## src/rtl/digit_scan_driver.sv

```systemverilog
// Multiplexed display digit scanner: drives one active-low digit at a time with blank gaps.
// Optional macro DIGIT_SCAN_DEAD_TIME_EN inserts DEAD_CYCLES all-blank cycles between digits.
module digit_scan_driver #(
   parameter int N_DIGITS     = 4,
   parameter int DWELL_CYCLES = 50000,
   parameter int DEAD_CYCLES  = 2
) (
   input  logic                        clk,
   input  logic                        rst_n,
   input  logic                        ON,
   input  logic [N_DIGITS-1:0]         mask,
   output logic [N_DIGITS-1:0]         digit,
   output logic [$clog2(N_DIGITS)-1:0] sel,
   output logic                        frame_done
);

   localparam int SEL_W   = $clog2(N_DIGITS);
   localparam int CNT_MAX = (DWELL_CYCLES > DEAD_CYCLES) ? DWELL_CYCLES : DEAD_CYCLES;
   localparam int CNT_W   = $clog2(CNT_MAX) + 1;
   localparam logic [N_DIGITS-1:0] ONE_HOT0 = N_DIGITS'(1);

`ifdef DIGIT_SCAN_DEAD_TIME_EN
   typedef enum logic [1:0] {IDLE, DEAD, DRIVE} state_t;
`else
   typedef enum logic [1:0] {IDLE, DRIVE} state_t;
`endif

   state_t               r_state, w_state_nxt;
   logic [CNT_W-1:0]     r_cnt, w_cnt_nxt;
   logic [SEL_W-1:0]     r_sel, w_sel_nxt;
   logic [N_DIGITS-1:0]  r_digit, w_digit_nxt;
   logic                 r_frame_done, w_frame_nxt;
   logic                 w_run;

   function automatic logic [SEL_W-1:0] f_lowest(input logic [N_DIGITS-1:0] m);
      logic [SEL_W-1:0] r;
      r = '0;
      for (int i = N_DIGITS - 1; i >= 0; i--)
         if (m[i]) r = SEL_W'(i);
      return r;
   endfunction

   // Circular search strictly above cur; falls back to cur itself when it is the only set bit.
   function automatic logic [SEL_W-1:0] f_next(input logic [N_DIGITS-1:0] m,
                                                input logic [SEL_W-1:0]    cur);
      logic [SEL_W-1:0] r;
      logic             found;
      int               idx;
      r     = cur;
      found = 1'b0;
      for (int k = 1; k <= N_DIGITS; k++) begin
         idx = (int'(cur) + k) % N_DIGITS;
         if (!found && m[idx]) begin
            r     = SEL_W'(idx);
            found = 1'b1;
         end
      end
      return r;
   endfunction

   always_ff @(posedge clk or negedge rst_n) begin
      if (!rst_n) begin
         r_state      <= IDLE;
         r_cnt        <= '0;
         r_sel        <= '0;
         r_digit      <= '1;
         r_frame_done <= 1'b0;
      end else begin
         r_state      <= w_state_nxt;
         r_cnt        <= w_cnt_nxt;
         r_sel        <= w_sel_nxt;
         r_digit      <= w_digit_nxt;
         r_frame_done <= w_frame_nxt;
      end
   end

   always_comb begin
      w_state_nxt = r_state;
      w_cnt_nxt   = r_cnt;
      w_sel_nxt   = r_sel;
      w_frame_nxt = 1'b0;
      w_digit_nxt = '1;
      w_run       = ON && (|mask);

      if (!w_run) begin
         w_state_nxt = IDLE;
         w_cnt_nxt   = '0;
      end else begin
         case (r_state)
            IDLE: begin
               w_sel_nxt = f_lowest(mask);
               w_cnt_nxt = '0;
`ifdef DIGIT_SCAN_DEAD_TIME_EN
               w_state_nxt = DEAD;
`else
               w_state_nxt = DRIVE;
`endif
            end
`ifdef DIGIT_SCAN_DEAD_TIME_EN
            DEAD: begin
               if (r_cnt == CNT_W'(DEAD_CYCLES - 1)) begin
                  w_state_nxt = DRIVE;
                  w_cnt_nxt   = '0;
               end else begin
                  w_cnt_nxt = r_cnt + 1'b1;
               end
            end
`endif
            DRIVE: begin
               // A digit whose mask bit drops mid-dwell is abandoned at once.
               if (r_cnt == CNT_W'(DWELL_CYCLES - 1) || !mask[r_sel]) begin
                  w_sel_nxt   = f_next(mask, r_sel);
                  w_frame_nxt = (w_sel_nxt <= r_sel);
                  w_cnt_nxt   = '0;
`ifdef DIGIT_SCAN_DEAD_TIME_EN
                  w_state_nxt = DEAD;
`else
                  w_state_nxt = DRIVE;
`endif
               end else begin
                  w_cnt_nxt = r_cnt + 1'b1;
               end
            end
            default: begin
               w_state_nxt = IDLE;
               w_cnt_nxt   = '0;
            end
         endcase
      end

      if (w_state_nxt == DRIVE)
         w_digit_nxt = ~(ONE_HOT0 << w_sel_nxt);
   end

   assign digit      = r_digit;
   assign sel        = r_sel;
   assign frame_done = r_frame_done;

endmodule

```

## config.mk

```make
export PLATFORM = sky130hd
export DESIGN_NAME = digit_scan_driver
export DESIGN_NICKNAME = d
export VERILOG_FILES = /design/src/rtl/digit_scan_driver.sv
export SDC_FILE = /design/constraint.sdc
export NUM_CORES = 1
export LEC_CHECK = 0
export ABC_AREA = 1
export BUFFER_PORTS_ARGS = -buffer_cell sky130_fd_sc_hd__clkbuf_2
export CORE_UTILIZATION = 64
export DETAILED_ROUTE_END_ITERATION = 8
export HOLD_SLACK_MARGIN = 0.1
export PLACE_DENSITY = 0.88
export SLEW_MARGIN = 20
export SYNTH_ARGS = -nofsm -noshare
export SYNTH_HDL_FRONTEND = slang
export SYNTH_SLANG_ARGS = --single-unit
```

## constraint.sdc

```tcl
create_clock -name clk -period 2.91 [get_ports clk]
set_input_delay 0.291 -clock clk [delete_from_list [all_inputs] [get_ports clk]]
set_output_delay 0.291 -clock clk [all_outputs]
set_load 0.01 [all_outputs]
```

==> metrics <==
ratio of cells with drive above 1 in the final layout 32.31%; relative slew slack 57.98%; Placeable Area 2522 um2; Finished Layout Cells 259; instance count of the mapped netlist 214; worst supply voltage drop on vdd 0.5230 mV; startpoint kind of the worst setup timing path flip-flop; CTS root buf sky130_fd_sc_hd__clkbuf_4; placer congestion estimate 0.9409; CTS H-tree lvls 1; ys async rst share 100.0%; GRT Overall Usage 25.27%; sum of routed wire segments on met1 1.605 mm; unrepaired setup endpoints after global routing no; count of inserted antenna diode cells 0; part of the cycle the worst path needs 77.81%; leakage power 0.0008491 uW; number of synthesized register bits 26; CP Class flip-flop to flip-flop; Clock Pin Slew Worst Setup and Hold Paths 0.15 ns; capturing instance or port of the critical path frame_done$_DFF_PN0_; cell area after synthesis 1733 um2; kind of capture point of the worst setup path flip-flop; Crit path arrival time 2.50 ns; most prevalent standard cell on the critical path sky130_fd_sc_hd__nand2_1; largest fanout of any net on the critical path 12; antenna violations before repair 0; TritonCTS clock tree yes; number of warnings issued by yosys 0; number of routed nets with antenna violations 0; clock insertion delay at the later pin of the skew report 0.33 ns; number of enable-type register cells in the synthesized netlist 0; post-synth cell types 35; critical path depth in cells 13; vias after detailed routing 1353; met3 layer wire length in the routed design 99 um; flop-to-flop setup slack 0.65 ns; prevailing post-synth register cell sky130_fd_sc_hd__dfrtp_1; area taken by flip-flops and latches 655.6 um2; total CTS buffers 3; width of the die 54.04 um; # setup viols final 0; vias in the first global route 1184; placed cell count 254; reg2reg end frame_done$_DFF_PN0_; count of pins over their slew limit 0; sinks on the clock net 26; IO Port Bufs 13; WP buf/inv 2; crit path cell chain inv_8, nand2_2, nand2_2, nand2_1, nand2_1, nand3_2, nand3_1, nand2_1, inv_1, ha_1, a21oi_1, a21oi_1, nor4_1; detail-routed net length per standard cell 11.92 um; upper clock frequency limit 441.7 MHz; highest signal layer in the routed design met4; final WL 3.086 mm; share of the yosys chip area belonging to registers 37.83%; setup_tns 0 ns; initial detailed-routing violation count 15; Top Family by Delay on Critical Path simple AND/OR/NAND/NOR gates; Tightest Pin Transition 0.6304 ns; count of endpoints failing hold in the final timing report 0; class of the worst hold path input port to flip-flop; Critical Path Start sel[0]$_DFF_PN0_; maximum number of pins on one net before global-route repair 27; Top-Level Pins 14; syn_area_per_cell 8.098 um2; GRT Residual Overflow 0; reg-to-reg critical path startpoint sel[0]$_DFF_PN0_; run status complete, no violations; cell type of the slowest stage on the worst timing path sky130_fd_sc_hd__dfrtp_1; setup repair bufs after CTS 0; initial core utilization 68.70%; CP max stage delay 0.70 ns; Register-to-Register Path Depth 13; drt drc 0; area overhead of the layout relative to synthesis 7.581%; required time of the critical path 3.15 ns; Util after Layout 73.91%; number of filler cells placed in the layout 197; HPWL after detailed placement 2.367 mm; Vert. Die Dim 54.04 um; multi-input combinational cell area 929.6 um2; Power Dens Cells 521.5 nW/um2; die footprint 2920 um2; detailed-route vias per instance 5.224; metal2 WL 1.335 mm; maximum buffer depth of the clock tree 2; max_cap viols 0; Placement Rows 18; wire length of the first global-routing pass 5.230 mm; number of nets in the synthesized netlist 224; nets 240; minimum clock period after layout 2.264 ns; setup clock skew after layout 0.005868 ns; Initial DRT Pass Iterations 6
metrics by stage:
stage	worst slack (ns)	hold WS, ns	cell area (um2)	total power [uW]
after floorplan	0.9935	-0.004591	1733	672.5
after global placement	0.8136	0.3313	1802	717.9
after detailed placement	0.7100	0.3333	1802	723.1
after CTS	0.6794	0.3508	1864	971.9
after global routing	0.4782	0.3498	1864	1035
final	0.6459	0.3499	1864	972.3
how the worst min path moves through the flow:
stage                     start                    to  slack [ns]  cells past startpoint
final                        ON   r_cnt[16]$_DFF_PN0_        0.35                      3
after global routing         ON   r_cnt[16]$_DFF_PN0_        0.35                      3
after CTS                    ON   r_cnt[16]$_DFF_PN0_        0.35                      3
after detailed placement  rst_n   r_cnt[10]$_DFF_PN0_        0.33                      1
after global placement    rst_n   r_cnt[10]$_DFF_PN0_        0.33                      1
after floorplan           rst_n  frame_done$_DFF_PN0_      -0.005                      0
cell type report:
class | count | share of cell area (%)
clock inverters | 1 | 1.611
well taps | 30 | 2.013
inverters | 27 | 6.107
clock buffers | 3 | 1.208
flip-flops and latches | 26 | 35.17
multi-input cells | 158 | 49.87
repair buffers | 14 | 4.027
cell usage after synthesis (all sizes together) (2+ instances only):
cell type / n / area share, %
nor2: 33 / 9.9
xnor2: 3 / 1.5
a21oi: 5 / 1.7
nand3: 17 / 5.9
inv: 27 / 6.6
xor2: 10 / 5.1
dfstp: 4 / 6.1
buf: 3 / 1.9
ha: 3 / 2.2
nor4: 2 / 0.72
nor3: 6 / 3.0
dfrtp: 22 / 32
nand2: 66 / 19
nand4: 5 / 2.2
o21ai: 3 / 1.1
where the power goes:
group          switching (uW)  leakage [uW]  internal, uW
Combinational             204      0.000477           114
Sequential               28.3      0.000344           374
Clock                     113     0.0000279           139
Total                     345      0.000849           627
cells by family after synthesis:
logic type	synth area share, %
AND/OR/NAND/NOR	41.16
buffers and inverters	8.520
flip-flops	37.83
XOR/XNOR	6.570
AO/OA/AOI/OAI	3.538
adder cells (fa/ha/maj)	2.166
other	0.2164
tightest hold or removal path, delay by kind of cell:
kind | cells | cell delay (ns)
buffers and inverters | 1 | 0.08
AND/OR/NAND/NOR | 2 | 0.30
layer usage:
layer	track usage (%)	vias to the layer above
met2	37.04	19
met3	5.367	5
met1	35.94	629
met4	9.829	0
li1	-	700
met5	0	-
placed cells by master, fill, tap and decap left out:
master                          instances
sky130_fd_sc_hd__a211oi_1               1
sky130_fd_sc_hd__a21oi_1                4
sky130_fd_sc_hd__a21oi_2                1
sky130_fd_sc_hd__a31oi_1                1
sky130_fd_sc_hd__bufinv_16              1
sky130_fd_sc_hd__clkbuf_2              13
sky130_fd_sc_hd__clkbuf_4               3
sky130_fd_sc_hd__conb_1                 1
sky130_fd_sc_hd__dfrtp_1               22
sky130_fd_sc_hd__dfstp_2                4
sky130_fd_sc_hd__dlygate4sd3_1          1
sky130_fd_sc_hd__ha_1                   3
sky130_fd_sc_hd__inv_1                 19
sky130_fd_sc_hd__inv_2                  6
sky130_fd_sc_hd__inv_6                  1
sky130_fd_sc_hd__inv_8                  1
sky130_fd_sc_hd__nand2_1               44
sky130_fd_sc_hd__nand2_2               18
sky130_fd_sc_hd__nand2_4                4
sky130_fd_sc_hd__nand3_1               15
sky130_fd_sc_hd__nand3_2                1
sky130_fd_sc_hd__nand3_4                1
sky130_fd_sc_hd__nand3b_1               1
sky130_fd_sc_hd__nand4_1                4
sky130_fd_sc_hd__nand4_2                1
sky130_fd_sc_hd__nor2_1                18
sky130_fd_sc_hd__nor2_2                13
sky130_fd_sc_hd__nor2_4                 2
sky130_fd_sc_hd__nor3_1                 3
sky130_fd_sc_hd__nor3_2                 2
sky130_fd_sc_hd__nor3_4                 1
sky130_fd_sc_hd__nor3b_1                1
sky130_fd_sc_hd__nor4_1                 2
sky130_fd_sc_hd__o21ai_0                1
sky130_fd_sc_hd__o21ai_1                1
sky130_fd_sc_hd__o21ai_2                1
sky130_fd_sc_hd__xnor2_1                3
sky130_fd_sc_hd__xor2_1                10
flip-flops by register name, summed over array words and instances (netlist names):
register / flops
r_cnt: 17
r_state: 2
digit: 4
sel: 2
frame_done: 1
what timing repair did:
item | 4_1_cts | 5_1_grt
endpoints found under the hold margin | 22 | 0
resized for setup | 0 | 0
hold buffers | 1 | 0
endpoints found under the setup margin | 0 | 0
(Power assumes the default switching activity.)
